===== config.mk =====
export PLATFORM = sky130hd
export DESIGN_NAME = truth_table_sweeper
export DESIGN_NICKNAME = d
export VERILOG_FILES = /design/src/rtl/truth_table_sweeper.sv
export SDC_FILE = /design/constraint.sdc
export NUM_CORES = 1
export LEC_CHECK = 0
export ABC_AREA = 1
export BUFFER_PORTS_ARGS = -buffer_cell sky130_fd_sc_hd__buf_4
export CORE_MARGIN = 2
export CORE_UTILIZATION = 50
export CTS_CLUSTER_DIAMETER = 40
export DETAILED_ROUTE_END_ITERATION = 10
export GPL_TIMING_DRIVEN = 0
export PLACE_DENSITY = 0.7
export SYNTH_ARGS = -nofsm -noshare
export SYNTH_HDL_FRONTEND = slang
export SYNTH_SLANG_ARGS = --single-unit

===== constraint.sdc =====
create_clock -name clk -period 1.5 [get_ports clk]
set_input_delay 0.15 -clock clk [delete_from_list [all_inputs] [get_ports clk]]
set_output_delay 0.15 -clock clk [all_outputs]
set_load 0.03 [all_outputs]

===== src/rtl/truth_table_sweeper.sv =====
// Stimulus/capture stage for a 3-input gate: walks {in1,in2,in3} through 000..111,
// samples the gate output per combination, flags instability and scores the table.
module truth_table_sweeper #(
  parameter int unsigned SETTLE_CYCLES = 16,
  parameter int unsigned STABLE_WIN    = 4,
  parameter logic [7:0]  EXPECTED      = 8'hCA
) (
  input  logic       clk,
  input  logic       rst,
  input  logic       start,
  input  logic       abort,
  input  logic       gate_out,
  output logic [2:0] stim,
  output logic       busy,
  output logic       done,
  output logic [7:0] truth_table,
  output logic [7:0] unstable,
  output logic       match
);

  localparam int unsigned CW = $clog2(SETTLE_CYCLES + 1);
  localparam logic [CW-1:0] CNT_LAST = CW'(SETTLE_CYCLES - 1);
  // First counter value whose sample is compared against the previous one;
  // equals SETTLE_CYCLES when STABLE_WIN==1, so no comparison ever fires.
  localparam logic [CW-1:0] WIN_LO = CW'(SETTLE_CYCLES - STABLE_WIN + 1);

  typedef enum logic [1:0] {
    IDLE = 2'd0,
    HOLD = 2'd1,
    DONE = 2'd2
  } state_e;

  state_e          state_q, state_d;
  logic [CW-1:0]   cnt_q, cnt_d;
  logic [2:0]      stim_q, stim_d;
  logic            prev_q, prev_d;
  logic [7:0]      truth_q, truth_d;
  logic [7:0]      unstable_q, unstable_d;
  logic            match_q, match_d;

  always_comb begin
    // NOTE: every always_comb output gets a default first so no path infers a latch.
    state_d    = state_q;
    cnt_d      = cnt_q;
    stim_d     = stim_q;
    prev_d     = gate_out;
    truth_d    = truth_q;
    unstable_d = unstable_q;
    match_d    = match_q;

    unique case (state_q)
      IDLE: begin
        if (start) begin
          truth_d    = 8'h00;
          unstable_d = 8'h00;
          match_d    = 1'b0;
          cnt_d      = '0;
          stim_d     = 3'd0;
          state_d    = HOLD;
        end
      end
      HOLD: begin
        // Bit (7-k) of each result word belongs to combination k; ~k == 7-k.
        if (cnt_q >= WIN_LO && gate_out != prev_q) begin
          unstable_d[~stim_q] = 1'b1;
        end
        if (cnt_q == CNT_LAST) begin
          truth_d[~stim_q] = gate_out;
          cnt_d            = '0;
          if (stim_q == 3'd7) begin
            stim_d  = 3'd0;
            match_d = (truth_d == EXPECTED) && (unstable_d == 8'h00);
            state_d = DONE;
          end else begin
            stim_d = stim_q + 3'd1;
          end
        end else begin
          cnt_d = cnt_q + CW'(1);
        end
      end
      DONE: begin
        state_d = IDLE;
      end
      default: begin
        state_d = IDLE;
      end
    endcase

    // Abort wins over everything, including a same-edge start.
    if (abort) begin
      state_d    = IDLE;
      cnt_d      = '0;
      stim_d     = 3'd0;
      truth_d    = 8'h00;
      unstable_d = 8'h00;
      match_d    = 1'b0;
    end
  end

  // NOTE: sequential state uses non-blocking assignments so all flops update together.
  always_ff @(posedge clk or posedge rst) begin
    if (rst) begin
      state_q    <= IDLE;
      cnt_q      <= '0;
      stim_q     <= 3'd0;
      prev_q     <= 1'b0;
      truth_q    <= 8'h00;
      unstable_q <= 8'h00;
      match_q    <= 1'b0;
    end else begin
      state_q    <= state_d;
      cnt_q      <= cnt_d;
      stim_q     <= stim_d;
      prev_q     <= prev_d;
      truth_q    <= truth_d;
      unstable_q <= unstable_d;
      match_q    <= match_d;
    end
  end

  assign stim        = stim_q;
  assign busy        = (state_q == HOLD);
  assign done        = (state_q == DONE);
  assign truth_table = truth_q;
  assign unstable    = unstable_q;
  assign match       = match_q;

endmodule


* After elaboration in Yosys (flattened, before gate mapping)
Cells that the tools add are included.
** Cells by class
- Bitwise operators :: 2
- $mul :: 0
- Reduce and logical (&&, ||, !) cells :: 10
- Equality and inequality tests :: 9
- Div/mod/pow operators :: 0
- Magnitude comparators :: 3
- Mux-type cells :: 30
- Shift operators :: 0
- Add/subtract/negate cells :: 2
** Operators with widths (number)
- 8-bit two-way mux :: 6
- 8-bit one-hot mux with 2 select lines :: 2
- 5-bit two-way mux :: 3
- 3-bit two-way mux :: 4
- 5-bit one-hot mux with 2 select lines :: 1
- 8-bit bitwise mux :: 1
- 8-bit equality test (second input constant) :: 1
- 8-bit logical NOT :: 1
- 2-bit two-way mux :: 4
- 8-bit OR :: 1
- 3-bit by 2-bit inequality test with 1-bit output (second input constant) :: 2
- 3-bit one-hot mux with 2 select lines :: 1
- 3-bit AND reduction :: 2
- 5-bit by 1-bit adder with 5-bit output (second input constant) :: 1
- 5-bit by 4-bit equality test with 1-bit output (second input constant) :: 1
- 5-bit by 4-bit greater-or-equal comparator with 1-bit output (second input constant) :: 1
- 1-bit two-way mux :: 5
- 3-bit by 4-bit less-than comparator with 1-bit output (second input constant) :: 1
- 2-bit one-hot mux with 2 select lines :: 1
- 4-bit AND reduction :: 1
- 3-bit by 1-bit adder with 3-bit output (second input constant) :: 1
- 1-bit demux with 3-bit select :: 1
- 3-bit equality test (second input constant) :: 1
- 3-bit by 1-bit greater-or-equal comparator with 1-bit output (second input constant) :: 1
- other kinds (10) :: 12
** Word-level totals
- Output and inout port bits :: 22
- Flip-flop bits (word level) :: 28
- Bits in read-only memories :: 0
- Memories kept :: 0
- Input bits :: 5
- RAM bits :: 0
- Bits in latches :: 0

* Longest topological paths before layout
- Depth after elaboration :: 14
- Gate-level depth with buffers :: 11

* Worst setup path before layout
No wires, ideal clock.
- Kind :: register to register
- Start :: register stim_q[0], in the netlist stim[0]
- End :: register match_q, in the netlist match
- Library setup time :: 0.117 ns
- Setup slack :: 0.064 ns
- Data arrival time :: 1.319 ns
- Cell stages (with the launch flop) :: 9
- Path buffers :: 0
- Required time :: 1.383 ns
- Cells stage by stage :: dfrtp_1 -> ha_1 -> ha_1 -> nor2_1 -> nor2_2 -> nand2_1 -> nor2_1 -> nand2_1 -> nand2_1
** Between the ends
- Word-level cells in the longest chain between the ends :: 14
- Elaborated cells on any way between the ends :: 20
- Classes of those cells :: order compare (2); eq/ne (3); mux (9); bitwise (2); reduce/logical (4)
** Ends and longest elaborated chain
- start, declared :: line 35 : logic [2:0] stim_q, stim_d;
- start signal, assigned :: line 113 : stim_q <= stim_d;
- 3-bit inverter :: line 65, 68
- 3-bit by 4-bit less-than comparator with 1-bit output (implied by the code) or 3-bit by 1-bit greater-or-equal comparator with 1-bit output (tied branches) :: line 65, 68
- 1-bit logical AND (implied by the code) :: line 65, 68
- 1-bit two-way mux (implied by the code) :: line 65, 68
- 1-bit demux with 3-bit select :: line 65, 68
- 8-bit OR (no source line)
- 8-bit two-way mux :: line 64 : if (cnt_q >= WIN_LO && gate_out != prev_q) begin
- 8-bit two-way mux :: line 51 : unique case (state_q)
- 8-bit logical NOT :: line 72 : match_d = (truth_d == EXPECTED) && (unstable_d == 8'h00);
- 1-bit logical AND :: line 72
- 1-bit two-way mux :: line 70 : if (stim_q == 3'd7) begin
- 1-bit two-way mux :: line 67 : if (cnt_q == CNT_LAST) begin
- 1-bit one-hot mux with 2 select lines :: line 51
- 1-bit two-way mux :: line 90 : if (abort) begin
- end signal, assigned :: line 117 : match_q <= match_d;
- end, declared :: line 39 : logic match_q, match_d;
Parallel ways exist; a longest one is shown, timed or not. The select of a mux whose other input is x is not followed.
A chain may end at the register's enable or synchronous reset.

* Worst setup path after layout
- Start :: register cnt_q[1]
- End :: register truth_q[1], in the netlist truth_table[1]
** Between the ends
- Word-level cells in the longest chain between the ends :: 3
** Ends and longest elaborated chain
- start, declared :: line 34 : logic [CW-1:0] cnt_q, cnt_d;
- start signal, assigned :: line 112 : cnt_q <= cnt_d;
- 5-bit by 4-bit equality test with 1-bit output :: line 67
- 3-bit by 2-bit inequality test with 1-bit output (no source line)
- 3-bit AND reduction (no source line)
- end signal, assigned :: line 115 : truth_q <= truth_d;
- end, declared :: line 37 : logic [7:0] truth_q, truth_d;
Every way passes these cells.

==> flow_summary.toml <==
[critical_path]
start_kind = "register"
r2r-end = "truth_table[1]"
path_class = "register to register"
end_kind = "register"
crit-reg2reg-launch = "cnt_q[1]"
critPathMaxFanout = 8
reg2reg_depth = 8
rrSetupSlack_ps = 20
arrival_ps = 1740
worstPathRequired_ps = 1770

[power_and_ir_drop]
p_sw_share_pct = 42.2
p_switching_mw = 1.14
p_int_mw = 1.56
leakagePower_nw = 1.13
power.density_nw_per_um2 = 1280
pwr-share-clk_pct = 13.6
power_mw = 2.70
p_comb_share_pct = 52.3
p_seq_share_pct = 34.1
ir_drop_mv = 0.889

[timing]
grt_setup_unrepaired = "true"
finalCritPeriodShare_pct = 98.3
setup_violations = 0
finClkSkew_ps = 4.45
timing.final.crit_period_ps = 1480
report.final.slew_viol_count = 0
worstMarginPinSlew_ps = 1050
fmax_mhz = 678
slew_headroom_pct = 30.2
hold_viol = 0

[global_routing]
grt_max_degree = 29
antenna_found_initial = 0
grt_overflow_total = 0
grt_util_all_layers_pct = 22.0
grt_pass1_wl_mm = 6.11
first_global_vias = 1393

[logic_synthesis]
synth_top_area_share_pct = 42.8
ys.flop_type = "dfrtp_1"
synth_edf_count = 0
syn_nets = 217
avgSynthCellArea_um2 = 7.87
syn_inst = 208
synth_area_leaders = "dfrtp_1, nand2_1, inv_1, nand3_1, nor2_1"
synthArstFlopShare_pct = 100
ys_ff_latch = 28
seq_area_frac_synth_pct = 42.8
netlist_area_um2 = 1640
yosysTopAreaCell = "dfrtp_1"
yosysUniqueCellTypes = 28
yosysWarnings = 0

[placed_design]
port-buffer-count = 26
gp_congestion = 0.889
dp_hpwl_mm = 2.69
dp_cells = 278

[clock_network]
cts_tree = "built"
clock_latency_ps = 320
clockRootBuffer = "clkbuf_4"
clk_pin_slew_ps = 150
htree_levels = 1
clock_path_buffers = 2
clock_sinks = 28
cts_buffers = 3

[detailed_routing]
ant_nets = 0
route.top_layer_used = "met4"
viasPerCell = 5.08
drt_iter0_markers = 40
avgRoutedWirePerCell_um = 12.8
dr.pass1.iters = 4
met3WireLength_um = 124
vias = 1487
drcViolationCount = 0
wl_met2_mm = 1.93
wl_met1_mm = 1.66
wl_mm = 3.76

[floorplan]
die_w_um = 61.2
placementRows = 20
die_h_um = 61.2
num_io_pins = 27
core-area_um2 = 3080
start_util_pct = 53.2
die-area_um2 = 3750

[run_status]
status = "completed"

[run]
max_cap_viol_count = 0

[layout]
diodes = 0
drive_gt1_share_pct = 34.5
num-fill-cells = 259
syn_to_final_growth_pct = 28.7
stdcell_count = 293
final_nets = 259

[hold_path]
min_path_type = "primary input to asynchronous set/reset pin"
final cells by class:
class	instances	area, um2	area share (%)
multi-input cells	139	801	38.0
flip-flops and latches	28	702	33.3
inverters	36	146	6.94
well taps	44	55.1	2.61
clock buffers	4	36.3	1.72
repair buffers	37	314	14.9
plain buffers	5	53.8	2.55
Yosys cell counts, types with 2 or more instances:
master,count
o21ai_0,3
inv_1,32
ha_1,4
o21ai_2,4
dfrtp_1,28
buf_4,2
xor2_1,2
inv_2,2
nand3_1,17
nor2_2,2
nor2_4,3
nand2_1,59
nor2_1,17
nand4_1,8
a21oi_2,5
inv_4,2
a21oi_1,6
nand2_2,2
sequential cells by signal, summed over array words and instances, names as in the netlist:
| name | count |
|---|---|
| match | 1 |
| prev_q | 1 |
| cnt_q | 5 |
| stim | 3 |
| state_q | 2 |
| unstable | 8 |
| truth_table | 8 |
worst max-delay path, stage by stage, from the launching register on:
cell     delay [ps]
dfrtp_1         400
ha_2            220
nand3_4         100
nor2_4          130
nor2_4           60
nor2_8          210
buf_12          130
nand4_1          90
o21ai_2          70
worst max path at each step:
stage / start / to / depth (start not counted)
2_1_floorplan: stim[0] / match / 8
3_5_place_dp: cnt_q[0] / truth_table[0] / 8
6_report: cnt_q[1] / truth_table[1] / 8
4_1_cts: stim[1] / match / 10
5_1_grt: cnt_q[1] / unstable[0] / 10
3_3_place_gp: cnt_q[0] / truth_table[2] / 8
per-stage QoR:
stage | utilization [%] | hold WS [ps] | setup slack (ps) | cell area (um2) | setup TNS [ps]
finish | 68.5 | 61.1 | 24.9 | 2110 | 0
global route | 68.5 | 52.9 | -54.0 | 2110 | -448
detailed placement | 61.3 | 326 | -27.3 | 1890 | -119
floorplan | - | 181 | 63.9 | 1640 | 0
global placement | 61.3 | 327 | 25.6 | 1890 | 0
CTS | 63.2 | 42.5 | 3.47 | 1940 | 0
cell families (layout without fill, tap and decap cells):
logic type / Yosys count / after routing / synth area share [%]
buf+inv: 41 / 82 / 11.8
simple gates: 111 / 111 / 31.5
flops: 28 / 28 / 42.8
xor+xnor: 2 / 2 / 1.07
compound gates: 22 / 22 / 9.78
fa+ha+maj: 4 / 4 / 3.06
power groups by stage:
stage	clock network (mW)	registers [mW]	logic (mW)
5_1_grt	0.411	0.932	1.53
2_1_floorplan	0	0.985	0.781
3_5_place_dp	0	0.931	1.12
4_1_cts	0.382	0.913	1.15
3_3_place_gp	0	0.922	1.10
6_report	0.366	0.919	1.41
layer usage:
layer	vias to the layer above	track usage, %
met5	-	0
met4	0	7.45
met3	7	3.15
met2	29	38.3
met1	716	27.9
li1	735	-
placed cells by master, fill, tap and decap left out, types with 4 or more instances in the layout:
cell      n
nand2_1  56
buf_4    35
dfrtp_1  27
inv_1    26
nor2_1   15
nand3_1  15
nand4_1   8
a21oi_2   7
inv_2     6
nand2_2   5
nor2_4    4
o21ai_2   4
a21oi_1   4
timing repair:
item                                    4_1_cts  5_1_grt
pin swaps                                     0       11
gates cloned                                  0        1
setup buffers                                 1        8
resized for setup                             2       21
endpoints found under the setup margin        7       16
endpoints found under the hold margin         1        0
hold buffers                                  1        0
(Power assumes the default switching activity.)
